File: config.mk
export PLATFORM = sky130hd
export DESIGN_NAME = bsg_print_stat_timestamp_fifo
export DESIGN_NICKNAME = d
export VERILOG_FILES = /design/src/rtl/bsg_print_stat_timestamp_fifo.sv
export SDC_FILE = /design/constraint.sdc
export NUM_CORES = 2
export LEC_CHECK = 0
export CAP_MARGIN = 20
export CORE_MARGIN = 10
export CORE_UTILIZATION = 58
export DETAILED_ROUTE_END_ITERATION = 16
export PLACE_DENSITY = 0.81
export REMOVE_ABC_BUFFERS = 1
export SYNTH_ARGS = -nofsm -noshare
export SYNTH_HDL_FRONTEND = slang
export SYNTH_SLANG_ARGS = --single-unit
File: constraint.sdc
create_clock -name clk_i -period 14.1 [get_ports clk_i]
set_input_delay 2.82 -clock clk_i [delete_from_list [all_inputs] [get_ports clk_i]]
set_output_delay 2.82 -clock clk_i [all_outputs]
set_load 0.03 [all_outputs]
File: src/rtl/bsg_print_stat_timestamp_fifo.sv
// Timestamping event FIFO for the print-stat snoop: stamps each captured tag with
// the global cycle count, buffers it, and counts events lost to overflow.
module bsg_print_stat_timestamp_fifo #(
    parameter int unsigned data_width_p = 32,
    parameter int unsigned ctr_width_p  = 64,
    parameter int unsigned els_p        = 16,
    parameter int unsigned drop_width_p = 16
) (
    input  logic                                 clk_i,
    input  logic                                 reset_n_i,
    input  logic                                 en_i,
    input  logic                                 clear_i,
    input  logic                                 print_stat_v_i,
    input  logic [data_width_p-1:0]              print_stat_tag_i,
    input  logic [ctr_width_p-1:0]               global_ctr_i,
    output logic                                 v_o,
    output logic [ctr_width_p+data_width_p-1:0]  data_o,
    input  logic                                 yumi_i,
    output logic [$clog2(els_p+1)-1:0]           count_o,
    output logic [drop_width_p-1:0]              drop_count_o,
    output logic                                 overflow_o
);

    localparam int unsigned entry_w = ctr_width_p + data_width_p;
    localparam int unsigned addr_w  = $clog2(els_p);
    localparam int unsigned ptr_w   = addr_w + 1;
    localparam int unsigned cnt_w   = $clog2(els_p + 1);

    logic [entry_w-1:0]      mem [els_p];
    logic [ptr_w-1:0]        wr_ptr_r, wr_ptr_n;
    logic [ptr_w-1:0]        rd_ptr_r, rd_ptr_n;
    logic [cnt_w-1:0]        count_r, count_n;
    logic [drop_width_p-1:0] drop_r, drop_n;
    logic                    ovf_r, ovf_n;
    logic                    v_r, v_n;
    logic [entry_w-1:0]      data_r, data_n;
    logic [entry_w-1:0]      wdata;
    logic                    full, pop, wr_try, wr_ok, drop;

    assign wdata  = {global_ctr_i, print_stat_tag_i};
    assign full   = (wr_ptr_r[addr_w] != rd_ptr_r[addr_w])
                 && (wr_ptr_r[addr_w-1:0] == rd_ptr_r[addr_w-1:0]);
    // Pops while empty are illegal and simply ignored.
    assign pop    = yumi_i & v_r;
    // A write on a clear cycle is discarded outright, never counted as a drop.
    assign wr_try = en_i & print_stat_v_i & ~clear_i;
    assign wr_ok  = wr_try & (~full | pop);
    assign drop   = wr_try & ~wr_ok;

    // Next-state for pointers, occupancy, stats and the registered head view.
    always_comb begin
        wr_ptr_n = wr_ptr_r;
        rd_ptr_n = rd_ptr_r;
        count_n  = count_r;
        drop_n   = drop_r;
        ovf_n    = ovf_r;
        if (clear_i) begin
            wr_ptr_n = '0;
            rd_ptr_n = '0;
            count_n  = '0;
            drop_n   = '0;
            ovf_n    = 1'b0;
        end else begin
            if (wr_ok) wr_ptr_n = wr_ptr_r + ptr_w'(1);
            if (pop)   rd_ptr_n = rd_ptr_r + ptr_w'(1);
            count_n = count_r + cnt_w'(wr_ok) - cnt_w'(pop);
            if (drop) begin
                ovf_n = 1'b1;
                if (drop_r != '1) drop_n = drop_r + drop_width_p'(1);
            end
        end
        v_n = (rd_ptr_n != wr_ptr_n);
        // The slot being written becomes the head only when it is the sole entry.
        if (wr_ok && (wr_ptr_r[addr_w-1:0] == rd_ptr_n[addr_w-1:0]))
            data_n = wdata;
        else
            data_n = mem[rd_ptr_n[addr_w-1:0]];
    end

    always_ff @(posedge clk_i) begin
        if (wr_ok) mem[wr_ptr_r[addr_w-1:0]] <= wdata;
    end

    always_ff @(posedge clk_i or negedge reset_n_i) begin
        if (!reset_n_i) begin
            wr_ptr_r <= '0;
            rd_ptr_r <= '0;
            count_r  <= '0;
            drop_r   <= '0;
            ovf_r    <= 1'b0;
            v_r      <= 1'b0;
            data_r   <= '0;
        end else begin
            wr_ptr_r <= wr_ptr_n;
            rd_ptr_r <= rd_ptr_n;
            count_r  <= count_n;
            drop_r   <= drop_n;
            ovf_r    <= ovf_n;
            v_r      <= v_n;
            data_r   <= data_n;
        end
    end

    assign v_o          = v_r;
    assign data_o       = data_r;
    assign count_o      = count_r;
    assign drop_count_o = drop_r;
    assign overflow_o   = ovf_r;

    a_yumi_needs_valid: assert property (@(posedge clk_i) disable iff (!reset_n_i)
        !(yumi_i && !v_o));

endmodule

==> metrics <==
adder-cell share of the synthesized area 0.240%; Max Fclk 143 MHz; Netlist cell types 47; largest family of logic cells by synthesized area simple AND/OR/NAND/NOR gates; most area-consuming cells after synthesis edfxtp_1 (70%), nand2_1 (6.6%), dfrtp_1 (4.9%); latest clock arrival within the worst-skew pair 0.78 ns; grt ovf 0; Synth Register Bits 1665; worst hold slack 0.522 ns; Core Util, Final 66.3%; cell count after placement 6028; initial DRC count 5457; Slew headroom 18.7%; # resized after CTS 0; die width 357 µm; CTS tree done; die span in y 357 µm; WP buf/inv 5; Hold Vio Cnt, Final 0; Worst setup SP type primary input; CP Cell Sequence clkdlybuf4s50_1, buf_4, nor2b_1, mux2i_4, inv_8, buf_4, buf_4, mux2i_1, mux2_2, o32ai_1, a221oi_1, a21oi_1; post-layout worst setup margin 7.08 ns; row count 123; maximum vdd drop 125 µV; top-count cell post-synth edfxtp_1; top cell type by total area after synthesis edfxtp_1; share of power burned in the clock network 38.4%; Placeable Area 112000 µm²; crit path DAT 7.60 ns; max cap viols 0; CP max stage delay 0.96 ns; RSZ-0062 raised after global routing false; die area 127000 µm²; Switching Share 24.5%; crit path kind in2reg; hold_buf cts 0; Top FF cell, synth edfxtp_1; WL per Instance 25.3 µm; Initial Util 58.4%; Slew Limit Fails 0; CTS root buf clkbuf_16; total power 11.4 mW; power share of the combinational group 13.1%; Max clock buf depth 3; post-synthesis compound-gate area fraction 5.68%; Layout Area Growth over Synthesis 13.5%; setup TNS 0 ns; clock sink total 1665; yosys warns 0; GPL Wtd Cong 0.773; first-pass GRT wire length 239 mm; # setup viols final 0; CP Capture Type flip-flop; asr flop ratio synth 7.75%; total track usage 24.8%; NumNets Final 4806; mux cell area share after synthesis 4.62%; CTS buffer count 162; final non-filler cell total 6339; pwr dens 153 nW/µm²; vias in the first global route 39100; leak pwr 25.8 nW; final instance area 74500 µm²; post-CTS setup buffer count 0; syn_area_per_cell 14.4 µm²; internal power consumption 8.63 mW; share of cells above drive strength 1 9.26%; DRT Wirelength 160 mm; drt drc 0; number of synthesized flops with an enable pin 1536; status finished clean; largest net degree at the start of global routing 222; clock period minus worst slack 7.02 ns; slowest cell on the critical path buf_4; Pre-Repair DR Iteration Count 6; Synth Cell Area 65700 µm²; Synth top area share 70.2%; Sw Pwr 2.81 mW; Critical Path RT 14.68 ns; Slew @ Worst Pin 1.22 ns; post-synthesis sequential area ratio 75.1%; Hold Crit Class reg2reg; XOR/XNOR share of the synthesized area 0.533%; share of power burned in registers 48.5%; HPWL Detailed 74.1 mm; Via density 6.23; Place WS 6.42 ns; top cells by count, synth edfxtp_1 (1536), nand2_1 (1163), and3_1 (395); Syn Inst Count 4551; Final Skew 0.0285 ns; initial antenna violation count 26; Area after DPL 69100 µm²; DRT antenna net count 0; CTS H-tree lvls 4; crit path max fanout 141; most frequent CP cell buf_4; # port buffers 220; clock-pin slew on the worst setup and hold paths 0.06 ns; DR vias 39500; Synth Area in Simple Gates 11.6%; num ports 221; family with the most delay on the worst path buffers and inverters; fin crit share 49.8%
[layout make-up]
class | instances | area, µm²
Sequential cell | 1665 | 49400
Fill cell | 7351 | 38000
Multi-Input combinational cell | 2574 | 15000
Clock buffer | 216 | 4460
Timing Repair Buffer | 272 | 2730
Tap cell | 1500 | 1880
Clock inverter | 84 | 981
Inverter | 17 | 83.8
Antenna cell | 11 | 27.5
[layer usage]
metal | vias up | routed length (µm) | GRT usage (%)
li1 | 17300 | - | -
met1 | 19600 | 60800 | 32.9
met2 | 2234 | 77700 | 40.1
met3 | 330 | 17100 | 5.67
met4 | 24 | 4220 | 8.81
met5 | - | 167 | 0
[final timing paths]
| kind | start | to | slack [ns] | cells after the start |
|---|---|---|---|---|
| setup / recovery | clear_i | data_o[16]$_DFF_PN0_ | 7.08 | 12 |
| hold / removal | overflow_o$_DFFE_PN0P_ | overflow_o$_DFFE_PN0P_ | 0.52 | 2 |
| setup reg to reg | v_o$_DFF_PN0_ | data_o[16]$_DFF_PN0_ | 9.28 | 11 |
| hold reg to reg | overflow_o$_DFFE_PN0P_ | overflow_o$_DFFE_PN0P_ | 0.52 | 2 |
| max in group asynchronous | reset_n_i | data_o[62]$_DFF_PN0_ | 10.74 | 2 |
| min in group asynchronous | reset_n_i | data_o[80]$_DFF_PN0_ | 2.00 | 1 |
[cells by family (layout without fill, tap and decap cells)]
kind of cell,after synthesis,count (layout)
adder cells (fa/ha/maj),12,12
buffers and inverters,312,589
other,0,11
AO/OA/AOI/OAI,499,499
flip-flops,1665,1665
XOR/XNOR,40,40
multiplexers,291,291
AND/OR/NAND/NOR,1732,1732
[registers in the layout (all words and copies together) (netlist names)]
register / count
count_o: 5
data_o: 96
v_o: 1
mem: 1536
overflow_o: 1
rd_ptr_r: 5
wr_ptr_r: 5
drop_count_o: 16
[power groups by stage]
stage               Sequential [mW]  Combinational, mW  Clock [mW]
floorplan                      5.78               1.14           0
global placement               5.65               1.44           0
detailed placement             5.65               1.48           0
CTS                            5.55               1.49        4.43
global route                   5.55               1.62        4.63
finish                         5.55               1.50        4.40
[layout by cell type (no fill, tap or decap), drive strengths merged, types with 3 or more instances in the layout]
cell,n
xnor2,19
nand2,1164
clkbuf,216
nor2,131
nand3,11
bufinv,19
o32ai,96
mux2i,195
inv,23
xor2,21
a21oi,102
a21o,3
mux2,96
buf,53
diode,11
and4,5
clkdlybuf4s50,219
nor4b,4
nor2b,3
a31oi,193
dfrtp,129
ha,11
nand4,9
clkinv,52
a221oi,96
nor3b,4
edfxtp,1536
and3,395
clkinvlp,7
nor3,3
[worst min-delay path, delay by kind of cell (launching register included)]
family | cells | cell delay [ns]
buffers and inverters | 1 | 0.05
AO/OA/AOI/OAI | 1 | 0.06
flip-flops | 1 | 0.37
Power figures use the tool's default switching activity.
